<file path="src/rtl/add_pipe_pkg.sv">
// Shared definitions for the segmented pipelined adder.
// Segment count helper, configuration check and per-stage control record.
// The width-dependent parts of a stage (partial sum, remaining operand bits)
// are sized per stage inside add_pipe, because their widths differ per stage.
package add_pipe_pkg;

  typedef struct packed {
    logic valid;
    logic carry;
  } stage_ctl_t;

  function automatic int nseg(input int width, input int seg_w);
    return width / seg_w;
  endfunction

  function automatic bit cfg_ok(input int width, input int seg_w);
    return (seg_w > 0) && (width >= seg_w) && ((width % seg_w) == 0);
  endfunction

endpackage

</file>
<file path="src/rtl/add_seg.sv">
// Combinational W-bit segment adder: {co, s} = a + b + ci.
module add_seg #(
  parameter int W = 8
) (
  input  logic [W-1:0] a_i,
  input  logic [W-1:0] b_i,
  input  logic         ci_i,
  output logic [W-1:0] s_o,
  output logic         co_o
);

  logic [W:0] sum;

  assign sum  = {1'b0, a_i} + {1'b0, b_i} + {{W{1'b0}}, ci_i};
  assign s_o  = sum[W-1:0];
  assign co_o = sum[W];

endmodule

</file>
<file path="src/rtl/add_pipe.sv">
// Pipelined WIDTH-bit add/subtract, one SEG_W-bit segment resolved per stage.
// Valid/ready on both sides; the whole pipe stalls when the output is held.
// Optional feature macro: ADD_PIPE_OVF_EN adds the signed-overflow output v_o.
module add_pipe
  import add_pipe_pkg::*;
#(
  parameter int WIDTH = 32,
  parameter int SEG_W = 8
) (
  input  logic             clk_i,
  input  logic             rst_ni,
  input  logic             in_valid_i,
  output logic             in_ready_o,
  input  logic [WIDTH-1:0] a_i,
  input  logic [WIDTH-1:0] b_i,
  input  logic             ci_i,
  input  logic             sub_i,
  output logic             out_valid_o,
  input  logic             out_ready_i,
  output logic [WIDTH-1:0] s_o,
  output logic             c_o
`ifdef ADD_PIPE_OVF_EN
  ,
  output logic             v_o
`endif
);

  localparam int NSEG = nseg(WIDTH, SEG_W);

  if (!cfg_ok(WIDTH, SEG_W)) begin : g_cfg_err
    $error("add_pipe: WIDTH must be a positive multiple of SEG_W");
  end

  logic adv;

  assign adv        = !out_valid_o || out_ready_i;
  assign in_ready_o = adv;

  for (genvar k = 0; k < NSEG; k++) begin : g_st
    localparam int SW = (k + 1) * SEG_W;  // resolved low bits after this stage
    localparam int RW = WIDTH - SW;       // operand bits still to be added

    logic [SEG_W-1:0] op_a, op_b, seg_s;
    logic             seg_ci, seg_co, vld_in;
    logic [SW-1:0]    s_d, s_q;
    stage_ctl_t       ctl_d, ctl_q;
    logic             stg_vld, stg_cy;

    if (k == 0) begin : g_src
      assign op_a   = a_i[SEG_W-1:0];
      assign op_b   = b_i[SEG_W-1:0] ^ {SEG_W{sub_i}};
      assign seg_ci = ci_i;
      assign vld_in = in_valid_i;
      assign s_d    = seg_s;
    end else begin : g_src
      assign op_a   = g_st[k-1].g_rem.ra_q[SEG_W-1:0];
      assign op_b   = g_st[k-1].g_rem.rb_q[SEG_W-1:0] ^ {SEG_W{g_st[k-1].g_rem.sub_q}};
      assign seg_ci = g_st[k-1].stg_cy;
      assign vld_in = g_st[k-1].stg_vld;
      assign s_d    = {seg_s, g_st[k-1].s_q};
    end

    add_seg #(.W(SEG_W)) u_seg (
      .a_i  (op_a),
      .b_i  (op_b),
      .ci_i (seg_ci),
      .s_o  (seg_s),
      .co_o (seg_co)
    );

    // Pack the control record for this stage.
    always_comb begin
      ctl_d       = '0;
      ctl_d.valid = vld_in;
      ctl_d.carry = seg_co;
    end

    assign stg_vld = ctl_q.valid;
    assign stg_cy  = ctl_q.carry;

    // Stage register: shift on advance, hold during a stall.
    always_ff @(posedge clk_i or negedge rst_ni) begin
      if (!rst_ni) begin
        ctl_q <= '0;
        s_q   <= '0;
      end else if (adv) begin
        ctl_q <= ctl_d;
        s_q   <= s_d;
      end
    end

    // Raw upper operand bits and the subtract flag travel to later stages;
    // B is inverted segment by segment as it is consumed.
    if (k < NSEG - 1) begin : g_rem
      logic [RW-1:0] ra_d, rb_d, ra_q, rb_q;
      logic          sub_d, sub_q;

      if (k == 0) begin : g_rsrc
        assign ra_d  = a_i[WIDTH-1:SEG_W];
        assign rb_d  = b_i[WIDTH-1:SEG_W];
        assign sub_d = sub_i;
      end else begin : g_rsrc
        assign ra_d  = g_st[k-1].g_rem.ra_q[RW+SEG_W-1:SEG_W];
        assign rb_d  = g_st[k-1].g_rem.rb_q[RW+SEG_W-1:SEG_W];
        assign sub_d = g_st[k-1].g_rem.sub_q;
      end

      // Remaining-operand register, moves in lockstep with the stage.
      always_ff @(posedge clk_i or negedge rst_ni) begin
        if (!rst_ni) begin
          ra_q  <= '0;
          rb_q  <= '0;
          sub_q <= 1'b0;
        end else if (adv) begin
          ra_q  <= ra_d;
          rb_q  <= rb_d;
          sub_q <= sub_d;
        end
      end
    end

`ifdef ADD_PIPE_OVF_EN
    if (k == NSEG - 1) begin : g_ovf
      logic v_d, v_q;

      // op_b here is already the effective (possibly inverted) B MSB segment.
      assign v_d = (op_a[SEG_W-1] == op_b[SEG_W-1]) && (seg_s[SEG_W-1] != op_a[SEG_W-1]);

      // Overflow flag registered alongside the final sum.
      always_ff @(posedge clk_i or negedge rst_ni) begin
        if (!rst_ni) begin
          v_q <= 1'b0;
        end else if (adv) begin
          v_q <= v_d;
        end
      end
    end
`endif
  end

  assign out_valid_o = g_st[NSEG-1].stg_vld;
  assign c_o         = g_st[NSEG-1].stg_cy;
  assign s_o         = g_st[NSEG-1].s_q;
`ifdef ADD_PIPE_OVF_EN
  assign v_o         = g_st[NSEG-1].g_ovf.v_q;
`endif

endmodule

</file>
<file path="config.mk">
export PLATFORM = sky130hd
export DESIGN_NAME = add_pipe
export DESIGN_NICKNAME = d
export VERILOG_FILES = /design/src/rtl/add_pipe_pkg.sv /design/src/rtl/add_seg.sv /design/src/rtl/add_pipe.sv
export SDC_FILE = /design/constraint.sdc
export NUM_CORES = 1
export LEC_CHECK = 0
export CORE_MARGIN = 5
export CORE_UTILIZATION = 58
export CTS_BUF_LIST = sky130_fd_sc_hd__clkbuf_4 sky130_fd_sc_hd__clkbuf_8
export CTS_CLUSTER_SIZE = 20
export DETAILED_ROUTE_END_ITERATION = 8
export PLACE_DENSITY_LB_ADDON = 0.3
export SLEW_MARGIN = 0
export SYNTH_ARGS = -nofsm -noshare
export SYNTH_HDL_FRONTEND = slang
export SYNTH_SLANG_ARGS = --single-unit
</file>
<file path="constraint.sdc">
create_clock -name clk_i -period 2.97 [get_ports clk_i]
set_input_delay 0.594 -clock clk_i [delete_from_list [all_inputs] [get_ports clk_i]]
set_output_delay 0.594 -clock clk_i [all_outputs]
set_load 0.1 [all_outputs]
</file>
# Yosys cells after proc, flatten, opt, wreduce, memory -nomap -nowiden
# Index checks and enable logic that the tools add are counted.
# W data, S select, Z words.
dict set report word_totals {
  register_bits 187
  elab_cells 35
  input_bits 70
}
dict set report classes {
  add_sub_neg 8
  n_reduce_logical 2
  n_bitwise 4
}
# op count
set ops {}
lappend ops {{$add A8 B8 Y9} 4}
lappend ops {{$add A9 B1 Y9} 4}
lappend ops {{$xor A8 B8 Y8} 4}
lappend ops {{$logic_not A1 Y1} 1}
lappend ops {{$logic_or A1 B1 Y1} 1}

# Depth between registers and ports, before layout
# Gate-level depths: netlist (run 1).
dict set report logic_depth {
  ltp_word 3
  ltp_mapped 8
  ltp_nobuf 7
}

# By module
# A second synthesis (run 1) with hierarchy kept.
dict set report hier_totals {
  cells_unflattened 598
  area_unflattened_um2 8994.9
}
# module seq_area_each_um2 n_inst cells_per_inst area_per_inst_um2
set modules_own_cells {}
lappend modules_own_cells {add_pipe 4679.5 1 432 7668.6}
lappend modules_own_cells {{add_seg (g_st[1].u_seg ...)} 0.0 3 42 331.6}
lappend modules_own_cells {{add_seg (g_st[0].u_seg)} 0.0 1 40 331.6}

# Least setup slack after synthesis (run 1)
# Ideal clock, no wire load.
dict set report synth_timing {
  path_kind {register to output}
  from {reg g_st[3].ctl_q (netlist bit out_valid_o)}
  to {out in_ready_o}
  stages_incl_launch_ff 6
  t_arrival_ns 1.817
  path_buffers 3
  path_slack_ns 0.559
  required_ns 2.376
  cell_sequence {dfrtp_1 nor2b_4 buf_6 inv_2 buf_4 buf_2}
}
dict set report synth_between {
  elab_chain_cells 2
}
# item line_no
set synth_rtl {}
lappend synth_rtl {{from (decl)} add_pipe.sv:46} ;# stage_ctl_t ctl_d, ctl_q;
lappend synth_rtl {{from (signal assigned)} add_pipe.sv:87} ;# ctl_q <= ctl_d;
lappend synth_rtl {{$logic_not A1 Y1} add_pipe.sv:36} ;# assign adv = !out_valid_o || out_ready_i;
lappend synth_rtl {{$logic_or A1 B1 Y1} add_pipe.sv:36}
lappend synth_rtl {{to (decl)} add_pipe.sv:13} ;# output logic in_ready_o,
# Every way passes these cells.

# Worst setup path after layout (run 1)
dict set report layout_timing {
  from {reg g_st[1].g_rem.sub_q}
  to {reg g_st[2].s_q[20]}
}
dict set report layout_between {
  elab_chain_cells 3
}
# item line_no
set layout_rtl {}
lappend layout_rtl {{from (decl)} add_pipe.sv:96} ;# logic sub_d, sub_q;
lappend layout_rtl {{from (signal assigned)} add_pipe.sv:117} ;# sub_q <= sub_d;
lappend layout_rtl {{$xor A8 B8 Y8} add_pipe.sv:57} ;# assign op_b = g_st[k-1].g_rem.rb_q[SEG_W-1:0] ^ {SEG_W{g_st[k-1].g_rem.sub_q}};
lappend layout_rtl {{$add A8 B8 Y9} add_seg.sv:14} ;# assign sum = {1'b0, a_i} + {1'b0, b_i} + {{W{1'b0}}, ci_i};
lappend layout_rtl {{$add A9 B1 Y9} add_seg.sv:14}
lappend layout_rtl {{to (signal assigned)} add_pipe.sv:85} ;# s_q <= '0;
lappend layout_rtl {{to (signal assigned)} add_pipe.sv:88} ;# s_q <= s_d;
lappend layout_rtl {{to (decl)} add_pipe.sv:45} ;# logic [SW-1:0] s_d, s_q;
# Every way passes these cells.
# A chain may end at the register's enable or synchronous reset.

==> results of run 1 <==
power breakdown:
group	switching (mW)	internal (mW)
clock	0.893	1.14
sequential	0.662	3.68
combinational	4.63	2.43
worst max-delay path, stage by stage (launching register included):
cell and delay [ns]:
dfrtp_1 0.65, xnor2_1 0.17, fa_1 0.46, fa_1 0.44, nor2b_1 0.15, o31a_1 0.21
a211oi_1 0.07, a21o_1 0.17
cells by family after synthesis:
group,after synthesis,synth area share
xor gates and xnor gates,36,0.0356
adders and majority gates,36,0.0576
DFF,187,0.528
AOI/OAI and AO/OA,101,0.0822
and+or+nand+nor,546,0.254
buffers and inverters,74,0.0418
routing by layer:
| metal | vias to the layer above | routed length, um | GRT usage |
|---|---|---|---|
| li1 | 3376 | - | - |
| met1 | 3173 | 8620 | 0.310 |
| met2 | 129 | 8080 | 0.315 |
| met3 | 24 | 712 | 0.0397 |
| met4 | 0 | 244 | 0.0623 |
| met5 | - | 0 | 0 |
metrics by stage:
step | std cells | utilization | total power, mW | hold slack [ns]
after floorplan | 980 | - | 9.84 | 0.298
after global placement | 1239 | 0.660 | 11.2 | 0.446
after detailed placement | 1239 | 0.660 | 11.4 | 0.447
after CTS | 1271 | 0.693 | 13.5 | 0.152
after global routing | 1271 | 0.693 | 14.4 | 0.167
final | 1271 | 0.693 | 13.4 | 0.151
area by class of cell:
| type | count | area, sq um | area share |
|---|---|---|---|
| timing repair buffer | 120 | 1140 | 0.109 |
| clock buffer | 19 | 262 | 0.0250 |
| sequential | 187 | 4680 | 0.447 |
| inverter | 25 | 98.8 | 0.00945 |
| clock inverter | 13 | 238 | 0.0227 |
| tap | 188 | 235 | 0.0225 |
| multi-input combinational | 719 | 3810 | 0.364 |
flip-flops by register name (all words and copies together), names as in the netlist, 3 cells and up:
name              flops
g_st.g_rem.rb_q      48
s_o                  32
g_st.stg_vld          3
g_st.g_rem.sub_q      3
g_st.s_q             48
g_st.g_rem.ra_q      48
g_st.stg_cy           3
worst max path at each step:
stage | endpoint | slack (ns)
2_1_floorplan | in_ready_o | 0.56
3_3_place_gp | g_st[0].s_q[4] | 0.25
3_5_place_dp | g_st[0].s_q[4] | 0.17
4_1_cts | g_st[2].s_q[20] | 0.52
5_1_grt | g_st[2].s_q[20] | 0.40
6_report | g_st[2].s_q[20] | 0.53
layout by cell type, fill, tap and decap left out, drive strengths merged, types with 17 or more instances in the layout:
cell type      instances
nand2                444
dfrtp                187
clkdlybuf4s50         68
buf                   51
xor2                  32
ha                    28
inv                   26
clkbuf                20
or3                   19
nor3                  17
a21oi                 17
==> results.py, run 1 <==
metrics = {
    "sta": {
        "skew_ns": 0.0101,
        "finalHoldViolCount": 0,
        "fmax_ghz": 0.410,
        "min_period_ns": 2.44,
        "setup_tns_ns": 0,
        "setup_violations": 0,
        "period_share": 0.821,
        "worst_pin_slew_ns": 0.635,
        "rsz0062_at_grt": "no",
        "maxSlewHeadroom": 0.577,
        "slew_viol_final": 0,
        "layout_setup_ws_ns": 0.532,
    },
    "cts": {
        "cts_hold_buf": 0,
        "cts_sinks": 187,
        "cts_root_buf": "clkbuf_8",
        "cts_setup_buffers": 0,
        "path_clk_slew_ns": 0.09,
        "clockBufferDepth": 2,
        "clock_latency_ns": 0.47,
        "cts_tree": "done",
        "postCtsResizedCells": 0,
        "htree_levels": 4,
        "cts_buffers": 17,
    },
    "worst_setup_path": {
        "arrival_ns": 2.80,
        "crit_fanout": 10,
        "startpoint_type": "flop",
        "cp-end-kind": "flop",
        "r2r_slack_ns": 0.53,
        "r2r-end": "g_st[2].s_q[20]",
        "startpoint": "g_st[1].g_rem.sub_q",
        "crit_type": "flop to flop",
        "worstPathRequired_ns": 3.33,
        "worstReg2RegStart": "g_st[1].g_rem.sub_q",
        "ff2ff_path_depth": 7,
    },
    "logic_synthesis": {
        "yosys.area.top_type": "dfrtp_1",
        "yosysMostFrequentCell": "nand2_1",
        "synth.cell_area_sq_um": 8860,
        "synth_edf_count": 0,
        "synth_cell_types": 36,
        "synth.top_cell.area_share": 0.528,
        "ys_async_sr_fraction": 1.00,
        "syn-instance-count": 980,
        "syn_area_per_cell_sq_um": 9.04,
        "ys.warnings.count": 0,
        "synth_seq_area_share": 0.528,
        "synth_seq_cells": 187,
        "synthTopCellsByCount": "nand2_1 (444), dfrtp_1 (187), buf_2 (41)",
        "synth_flop_cell": "dfrtp_1",
        "synth.top_cells.by_area": "dfrtp_1 (53%), nand2_1 (19%), ha_1 (4.0%), xor2_1 (3.2%), buf_2 (2.3%)",
        "synth_nets": 1086,
    },
    "die": {
        "initial_core_util": 0.587,
        "rows": 45,
        "pin_count": 105,
        "die_h_um": 134,
        "die_x_um": 134,
        "die-area_sq_um": 17800,
        "core_sq_um": 15100,
    },
    "run_status": {
        "status": "complete, no violations",
    },
    "pwr": {
        "p_leak_nw": 5.29,
        "power_density_nw_per_um2": 1280,
        "ir_worst_vdd_uv": 704,
    },
    "finish": {
        "fillerInstances": 1246,
        "final_net_count": 1176,
        "synthToLayoutAreaGrowth_pct": 18.1,
        "drive_gt1_frac": 0.0822,
        "n_antenna_cell": 0,
        "stdcell_area_sq_um": 10500,
    },
    "global_routing": {
        "grt_pass1_vias": 6238,
        "grt.overflow.total": 0,
        "antenna_found_initial": 0,
        "grt_max_degree": 111,
        "grt_usage": 0.209,
        "grt_pass1_wl_um": 30200,
    },
    "route": {
        "antenna_left": 0,
        "vias": 6702,
        "avgRoutedWirePerCell_um": 13.9,
        "wl_um": 17700,
        "drtPass1Iterations": 5,
        "drc_errors": 0,
        "drtIter0Drc": 548,
        "drt-vias-per-instance": 5.27,
    },
    "placed_design": {
        "placed_area_sq_um": 9960,
        "finalWeightedCongestion": 0.835,
        "io_buffer_count": 104,
        "post-place-ws_ns": 0.174,
        "place.detailed.hpwl_um": 12400,
    },
    "min_path": {
        "worstHoldPathType": "primary input to asynchronous set/reset pin",
    },
    "job": {
        "drv_cap": 0,
    },
}
Power figures use the tool's default switching activity.
==> inputs of run 2 (changes only) <==
- clock period: 2.97 -> 2.55 ns (I/O delays scaled with it)
==> run 2 against run 1 <==
  * Final cell count grew 0.63%
  * Wire length is 3.1% higher
  * Sequential power grew 16%
  * First-iteration DRC count is 8.8% lower
  * Hold slack got worse by 0.13 ns
  * Design area decreased by 0.12%
  * Flip-flop and latch count unchanged
  * Register-to-register slack worse by 0.17 ns
  * Non-clock buffer count grew 10
==> results.py, run 2 (same netlist as run 1, synthesis figures left out) <==
metrics = {
    "die": {
        "pin_count": 105,
        "core_sq_um": 15100,
        "rows": 45,
        "initial_core_util": 0.587,
        "die-area_sq_um": 17800,
        "die_h_um": 134,
        "die_x_um": 134,
    },
    "cts": {
        "clockBufferDepth": 2,
        "cts_tree": "done",
        "cts_setup_buffers": 0,
        "cts_hold_buf": 0,
        "cts_root_buf": "clkbuf_8",
        "cts_buffers": 17,
        "htree_levels": 4,
        "cts_sinks": 187,
        "path_clk_slew_ns": 0.09,
        "clock_latency_ns": 0.46,
        "postCtsResizedCells": 0,
    },
    "sta": {
        "maxSlewHeadroom": 0.655,
        "min_period_ns": 2.18,
        "fmax_ghz": 0.458,
        "worst_pin_slew_ns": 0.518,
        "setup_violations": 0,
        "skew_ns": 0.00711,
        "finalHoldViolCount": 0,
        "period_share": 0.857,
        "rsz0062_at_grt": "no",
        "setup_tns_ns": 0,
        "worst_hold_slack_ns": 0.0259,
        "slew_viol_final": 0,
        "layout_setup_ws_ns": 0.365,
    },
    "worst_setup_path": {
        "max_stage_delay_ns": 0.45,
        "crit_slowest_cell": "fa_1",
        "crit_type": "flop to flop",
        "startpoint_type": "flop",
        "cp-end-kind": "flop",
        "crit_fanout": 4,
        "crit_chain": "xnor2_1 -> fa_1 -> fa_1 -> nor2b_1 -> o31a_1 -> or3_1 -> nand3_1",
        "worstPathRequired_ns": 2.88,
        "cp_common_cell": "fa_1",
        "worst-path-buf-inv": 0,
        "arrival_ns": 2.52,
        "critPathTopFamily": "adder cells",
    },
    "pwr": {
        "p_sw_mw": 7.20,
        "pwr-share-clk": 0.134,
        "design_power_total_mw": 15.5,
        "power_density_nw_per_um2": 1480,
        "comb_power_share": 0.540,
        "p_seq_frac": 0.326,
        "p_sw_frac": 0.466,
        "p_leak_nw": 5.31,
        "internal_power_mw": 8.25,
        "ir_worst_vdd_uv": 638,
    },
    "placed_design": {
        "finalWeightedCongestion": 0.872,
        "io_buffer_count": 104,
        "dp_cells": 1249,
        "placed_area_sq_um": 10000,
        "place.detailed.hpwl_um": 12800,
        "post-place-ws_ns": -0.0729,
    },
    "job": {
        "drv_cap": 0,
    },
    "global_routing": {
        "grt_max_degree": 103,
        "antenna_found_initial": 0,
        "grt_pass1_wl_um": 31100,
        "grt_pass1_vias": 6562,
        "grt.overflow.total": 0,
        "grt_usage": 0.213,
    },
    "route": {
        "drt-vias-per-instance": 5.27,
        "avgRoutedWirePerCell_um": 14.2,
        "drtPass1Iterations": 6,
        "drtIter0Drc": 500,
        "vias": 6745,
        "drc_errors": 0,
        "wl_um": 18200,
        "antenna_left": 0,
    },
    "finish": {
        "final_cell_mix": "nand2_1 (444), dfrtp_1 (187), clkdlybuf4s50_1 (68)",
        "fillerInstances": 1199,
        "drive_gt1_frac": 0.0889,
        "stdcell_count": 1279,
        "final_common_cell": "nand2_1",
        "final_net_count": 1186,
        "synthToLayoutAreaGrowth_pct": 18.0,
        "n_antenna_cell": 0,
        "finalCoreUtilization": 0.692,
        "top_regs": "g_st.g_rem.ra_q: 48 flops, g_st.g_rem.rb_q: 48 flops, g_st.s_q: 48 flops",
        "stdcell_area_sq_um": 10400,
    },
    "min_path": {
        "worstHoldPathType": "primary input to asynchronous set/reset pin",
    },
    "run_status": {
        "status": "complete, no violations",
    },
}
run 2: layout make-up:
cell class | count | area [sq um] | area share
flip-flops and latches | 187 | 4680 | 0.448
multi-input cells | 719 | 3810 | 0.364
repair buffers | 130 | 1210 | 0.116
clock buffers | 21 | 264 | 0.0253
well taps | 188 | 235 | 0.0225
clock inverters | 9 | 148 | 0.0141
inverters | 25 | 98.8 | 0.00946
run 2: worst reg2reg max path, delay by kind of cell, from the launching register on:
family | cells | cell delay (ns)
fa+ha+maj | 2 | 0.90
compound gates | 1 | 0.22
flops | 1 | 0.40
simple gates | 3 | 0.40
xor+xnor | 1 | 0.15
run 2: power by group through the flow:
stage	Combinational [mW]	Sequential, mW	Clock [mW]
after floorplan	4.62	6.84	0
after global placement	8.05	5.04	0
after detailed placement	8.26	5.09	0
after CTS	8.35	5.04	2.10
after global routing	9.18	5.20	2.20
final	8.35	5.03	2.07
run 2: worst paths after layout:
check | from | end | slack (ns) | cells past startpoint
setup / recovery | g_st[1].g_rem.rb_q[0] | g_st[2].s_q[22] | 0.37 | 7
hold / removal | rst_ni | g_st[0].s_q[5] | 0.03 | 1
setup reg to reg | g_st[1].g_rem.rb_q[0] | g_st[2].s_q[22] | 0.37 | 7
hold reg to reg | g_st[0].g_rem.ra_q[10] | g_st[1].g_rem.ra_q[2] | 0.47 | 2
max in group asynchronous | rst_ni | g_st[1].g_rem.rb_q[5] | 1.84 | 2
min in group clk_i | g_st[0].g_rem.ra_q[10] | g_st[1].g_rem.ra_q[2] | 0.47 | 2
run 2: layer usage:
metal  wire, um  GRT usage  vias up
li1           -          -     3394
met1       8670      0.307     3186
met2       8450      0.334      142
met3        774     0.0397       23
met4        303     0.0617        0
met5          0          0        -
